### config.mk
export PLATFORM = sky130hd
export DESIGN_NAME = sc_io_input
export DESIGN_NICKNAME = d
export VERILOG_FILES = /design/src/rtl/sc_io_input.sv
export SDC_FILE = /design/constraint.sdc
export NUM_CORES = 1
export LEC_CHECK = 0
export BUFFER_PORTS_ARGS = -buffer_cell sky130_fd_sc_hd__clkbuf_2
export CAP_MARGIN = 15
export CORE_AREA = 2 2 105 107
export CTS_CLUSTER_DIAMETER = 40
export DETAILED_ROUTE_END_ITERATION = 16
export DIE_AREA = 0 0 107 109
export PLACE_DENSITY = 0.8
export SYNTH_ARGS = -nofsm -noshare
export SYNTH_HDL_FRONTEND = slang
export SYNTH_SLANG_ARGS = --single-unit
export TNS_END_PERCENT = 50
### constraint.sdc
create_clock -name clock -period 6 [get_ports clock]
set_clock_uncertainty 0.2 [all_clocks]
set_input_delay 0 -clock clock [delete_from_list [all_inputs] [get_ports clock]]
set_output_delay 0 -clock clock [all_outputs]
set_load 0.1 [all_outputs]
### src/rtl/sc_io_input.sv
// Board-input front end: synchronizes and debounces push keys, keeps per-key
// toggle bits and presents two 5-bit operands to the CPU data-memory ports and LEDs.
module sc_io_input #(
   parameter int DB_CYCLES = 4,
   parameter int CNT_W     = 20
) (
   input  logic        clock,
   input  logic        resetn,
   input  logic [3:0]  key,
   input  logic [9:0]  sw,
   input  logic        in_ack,
   output logic [31:0] in_port0,
   output logic [31:0] in_port1,
   output logic [9:0]  led,
   output logic [3:0]  key_event,
   output logic        in_valid
);

   localparam logic [CNT_W-1:0] CNT_MAX = CNT_W'(DB_CYCLES - 1);

   logic [3:0]       key_sync1;
   logic [3:0]       key_sync2;
   logic [9:0]       sw_sync1;
   logic [9:0]       sw_s;
   logic [3:0]       stable;
   logic [3:0]       tog;
   logic [CNT_W-1:0] cnt [4];
   logic [4:0]       op_a;
   logic [4:0]       op_b;
   logic             chg;
   logic             unused_sw;

   // keys idle high (released), switches idle low
   always_ff @(posedge clock or negedge resetn) begin
      if (!resetn) begin
         key_sync1 <= 4'hF;
         key_sync2 <= 4'hF;
         sw_sync1  <= '0;
         sw_s      <= '0;
      end else begin
         key_sync1 <= key;
         key_sync2 <= key_sync1;
         sw_sync1  <= sw;
         sw_s      <= sw_sync1;
      end
   end

   always_ff @(posedge clock or negedge resetn) begin
      if (!resetn) begin
         stable    <= 4'hF;
         tog       <= '0;
         key_event <= '0;
         for (int k = 0; k < 4; k++) begin
            cnt[k] <= '0;
         end
      end else begin
         for (int k = 0; k < 4; k++) begin
            key_event[k] <= 1'b0;
            if (key_sync2[k] == stable[k]) begin
               cnt[k] <= '0;
            end else if (cnt[k] == CNT_MAX) begin
               stable[k] <= key_sync2[k];
               cnt[k]    <= '0;
               // only the press (falling) edge counts; release is silent
               if (!key_sync2[k]) begin
                  key_event[k] <= 1'b1;
                  tog[k]       <= ~tog[k];
               end
            end else begin
               cnt[k] <= cnt[k] + 1'b1;
            end
         end
      end
   end

   assign op_a      = {sw_s[4:2], tog[1:0]};
   assign op_b      = {sw_s[9:7], tog[3:2]};
   assign chg       = ({op_b, op_a} != led);
   assign unused_sw = ^{sw_s[1:0], sw_s[6:5]};

   always_ff @(posedge clock or negedge resetn) begin
      if (!resetn) begin
         in_port0 <= '0;
         in_port1 <= '0;
         led      <= '0;
         in_valid <= 1'b0;
      end else begin
         in_port0 <= {27'b0, op_a};
         in_port1 <= {27'b0, op_b};
         led      <= {op_b, op_a};
         // a fresh change beats a simultaneous acknowledge
         if (chg) begin
            in_valid <= 1'b1;
         end else if (in_ack) begin
            in_valid <= 1'b0;
         end
      end
   end

endmodule

; ---- Yosys cells after proc, flatten, opt, wreduce, memory -nomap -nowiden
; Cells that the tools add are included.
[word_totals]
inputBits = 17
latchBits = 0
mem_count = 0
ff_bits = 141
ramBits = 0
rom_bits = 0
output_inout_bits = 79
wordCells = 77
[classes]
add_sub_neg = 4
div = 0
bitwise_logic = 12
reduce_logical = 9
eq_ne = 9
n_lt_le_gt_ge = 0
n_shift = 0
muxes = 22
n_mul = 0
[op_table]
columns = op, count
row1 = $mux W20, 8
row2 = $add A20 B1 Y20 const B, 4
row3 = $eq A20 B2 Y1 const B, 4
row4 = $mux W1, 14
row5 = $not A1 Y1, 12
row6 = $reduce_and A3 Y1, 4
row7 = $ne A10 B10 Y1, 1
row8 = $reduce_and A2 Y1, 4
row9 = $eq A1 B1 Y1, 4
row10 = $reduce_bool A2 Y1, 1

; ---- Depth between registers and ports, before layout
[logic_depth]
ltp_word = 3
ltp_mapped = 7
depth_no_buf = 5

; ---- Worst setup path before layout
; Ideal clock, no wire load.
[synth_timing]
path_type = register -> register
from = register cnt[0] (netlist name)
to = register cnt[10] (netlist name)
period_less_slack_ps = 2068
setup_time_ps = 132
setup_slack_ps = 3932
path_buffers = 1
required_ps = 5668
arrival_ps = 1736
stages_incl_launch_ff = 7
path_cell_list = dfrtp_1 -> ha_1 -> nor4b_1 -> nand2_1 -> o21bai_1 -> clkbuf_1 -> nor2_1
[synth_between]
elab_chain_len = 3
word_cells_on_any_way = 4
cone_classes = 1 x add/sub / 1 x eq/ne / 2 x mux
[synth_rtl]
columns = item, line_no
row1 = start: declaration, 27  ; logic [CNT_W-1:0] cnt [4];
row2 = start signal: indexed assignment, 70  ; cnt[k] <= cnt[k] + 1'b1;
row3 = $add A20 B1 Y20 or $eq A20 B2 Y1 (tied branches), "70, 61"
row4 = $mux W20 (*), 61  ; end else if (cnt[k] == CNT_MAX) begin
row5 = $mux W20 (*), 59  ; if (key_sync2[k] == stable[k]) begin
; Every way passes the cells marked *; elsewhere a longest branch is shown, timed or not.
; A chain may end at the register's enable or synchronous reset.

; ---- Worst setup path after layout
[layout_timing]
from = register cnt[0] (netlist name)
to = register cnt[19] (netlist name)
; The elaborated chain is that of the path after synthesis.

==> key figures <==
STA
  – Setup-violating endpoint count in the final report: 0
  – Minimum clock period: 2.35 ns
  – Final Hold Fails: 0
  – Slew Limit Fails: 0
  – Post-Route Setup TNS: 0 ns
  – Pin slew with the least headroom to its limit: between 0.8 and 0.9 ns
  – Relative max-transition margin: 43.9%
  – Worst hold slack: between 0.15 and 0.2 ns
  – Crit share post-route: 39.2%
  – RSZ-0062 raised after global routing: no
  – F_max: 425 MHz

Critical path
  – CP cell instances: ha_1 > nor4b_1 > nand2_1 > o21bai_1 > buf_4 > a21oi_1
  – Reg2reg start: cnt[0]
  – CP startpoint kind: flip-flop
  – Critical Path Source: cnt[0]
  – CP max stage delay: approximately 0.54 ns
  – Slowest-stage cell, CP: o21bai_1
  – CP Capture Type: flip-flop
  – Required time worst endpoint: about 6.2 ns
  – CP Data Arrival Time: ~2.6 ns
  – Max FO, Critical Path: 12
  – Critical path class: flip-flop to flip-flop

Clocking
  – H-tree depth: 4
  – Sink Count: roughly 120
  – CTS root buf: clkbuf_8
  – Clock insertion delay at the later pin of the skew report: roughly 0.53 ns
  – Max clock buf depth: 2
  – Clk slew on worst S/H paths: ~0.060 ns
  – Num CTS Buffers: 17
  – Setup Buffers After CTS: 0
  – TritonCTS clock tree: yes

Status
  – Status: completed

Power and ir drop
  – PwrDens: 407 mW/mm2
  – Total power: between 0.002 and 0.003 W
  – P_leak: between 2 and 3 nW
  – Max VDD drop: between 0.0003 and 0.0004 V

Yosys
  – Ranking of synthesized cells by area: dfrtp_1 (47%), buf_4 (8.3%), xnor2_1 (8.1%)
  – Seq/Total Area, Yosys: between 50 and 60%
  – Synth Register Bits: approximately 120
  – Gate Count Post-Synth: roughly 580
  – Cell variety after synth: 39
  – Post-synth top area share: 46.5%
  – Synth area leader: dfrtp_1
  – Mapped Avg Cell Area: approximately 10 um2
  – Post-Synthesis Cell Area: about 0.0060 mm2
  – Yosys warns: 0

Final layout
  – Commonest non-fill, non-tap cell in the layout: dfrtp_1
  – Final Util: around 65%
  – Total Nets Final: around 670
  – Commonest non-fill, non-tap cells in the layout: dfrtp_1 (111), nor2_1 (87), xnor2_1 (55)
  – Layout cells sized above 1: around 14%
  – Area growth syn-to-layout: 15.3%
  – Fin area: between 0.006 and 0.007 mm2
  – Diodes inserted: 0

Hold path
  – Worst hold start: key_sync1[3]
  – Worst Hold Class: flip-flop to flip-flop

Route
  – Post-route ant nets: 0
  – Detailed Routing Iterations Pass 1: 6
  – DR vias: ~4.4k
  – Iteration-0 DRC count of the detailed router: 270
  – Vias per inst: around 5.5
  – DRC Markers: 0
  – WL/cell: ~15 um
  – Total Wirelength: between 10 and 15 mm

Global route
  – Overall Global Routing Usage: around 22%
  – Number of global-route vias before repair: between 4k and 5k
  – Total grt overflow: 0
  – Initial antenna violation count: 0
  – Largest net degree at the start of global routing: 70
  – First-pass GRT wire length: approximately 20 mm

Die
  – Die Area: approximately 0.012 mm2
  – Die Width: about 110 um
  – Die H: approximately 110 um
  – Initial Util: between 50 and 60%
  – Cell Rows: 38
  – Io pins: between 90 and 100
  – Core ar.: between 0.01 and 0.015 mm2

Placement
  – Placement Cell Area: between 0.006 and 0.007 mm2
  – Detailed placer's ending HPWL: around 7.4 mm
  – Gpl congestion: 0.818
  – PortBufs: 37

Run
  – Max-cap violations: 0
## timing repair
action                    4_1_cts  5_1_grt
hold endpoints to repair       65        0
resized for setup               0        0
hold buffers                   24        0
## metal layers
layer	routed length [um]	vias to the layer above	global-route usage, %
met4	169	0	8.35
li1	-	2020	-
met2	6190	176	37.3
met1	4930	2161	26.8
met5	0	-	0
met3	708	16	5.56
## cells in the mapped netlist, drive strengths merged
| cell type | count |
|---|---|
| nand2 | 19 |
| nor4 | 31 |
| o21ai | 9 |
| nor3 | 23 |
| nor4b | 6 |
| dfstp | 12 |
| nor2 | 87 |
| clkbuf | 8 |
| conb | 1 |
| buf | 69 |
| a21oi | 12 |
| a2111oi | 3 |
| ha | 8 |
| xnor2 | 55 |
| dfrtp | 111 |
| or3 | 13 |
| a31oi | 2 |
| nor2b | 1 |
| inv | 21 |
| or4 | 3 |
| nand4 | 21 |
| mux2 | 4 |
| a21o | 1 |
| and2 | 2 |
| nand3b | 1 |
| xor2 | 16 |
| and3 | 3 |
| mux2i | 3 |
| nand3 | 31 |
| o21bai | 3 |
| and4 | 5 |
## path summary, 6_finish.rpt
path                           endpoint  slack (ns)  depth (start not counted)
max                             cnt[19]        3.65                          6
min                        key_sync2[3]        0.16                          0
max reg2reg                     cnt[19]        3.65                          6
min reg2reg                key_sync2[3]        0.16                          0
max in group asynchronous       sw_s[2]        4.31                          4
min in group asynchronous  key_sync1[0]        0.42                          3
## where the power goes
group / leakage (nW) / switching (W) / internal [W] / total (W)
registers: 1.61 / 0.0000748 / 0.000918 / 0.000992
logic: 1.06 / 0.000607 / 0.000142 / 0.000749
clock network: 0.293 / 0.000365 / 0.000693 / 0.00106
total: 2.97 / 0.00105 / 0.00175 / 0.00280
## layout make-up
class                      instances  area, um2
clock buffer                      20        445
clock inverter                    12        170
fill                             776       3720
inverter                          21       78.8
multi-input combinational        416       2450
sequential                       123       3090
tap                              140        175
timing repair buffer              64        472
## stage by stage
stage / cells / setup WS [ns]
final: 796 / 3.65
after global placement: 738 / 3.43
after floorplan: 637 / 3.93
after global routing: 796 / 3.46
after CTS: 795 / 3.37
after detailed placement: 739 / 3.35
## cells by family after synthesis
| family | Yosys count | synth area share, % |
|---|---|---|
| AND/OR/NAND/NOR | 246 | 21.2 |
| flip-flops | 123 | 51.8 |
| multiplexers | 7 | 1.26 |
| other | 1 | 0.0628 |
| buffers and inverters | 98 | 10.5 |
| AO/OA/AOI/OAI | 30 | 3.04 |
| adder cells (fa/ha/maj) | 8 | 1.68 |
| XOR/XNOR | 71 | 10.4 |
## sequential cells by signal, summed over array words and instances, names as in the netlist
signal	flops
cnt	80
in_port1	1
in_valid	1
key_event	4
key_sync1	4
key_sync2	4
led	9
stable	4
sw_s	6
sw_sync1	6
tog	4
## worst max-delay path, delay by kind of cell, from the launching register on
kind                       cells  cell delay (ns)
AOI/OAI and AO/OA              2             0.60
and+or+nand+nor                2             0.46
DFF                            1             0.40
buffers and inverters          1             0.30
adders and majority gates      1             0.26
(Power assumes the default switching activity.)
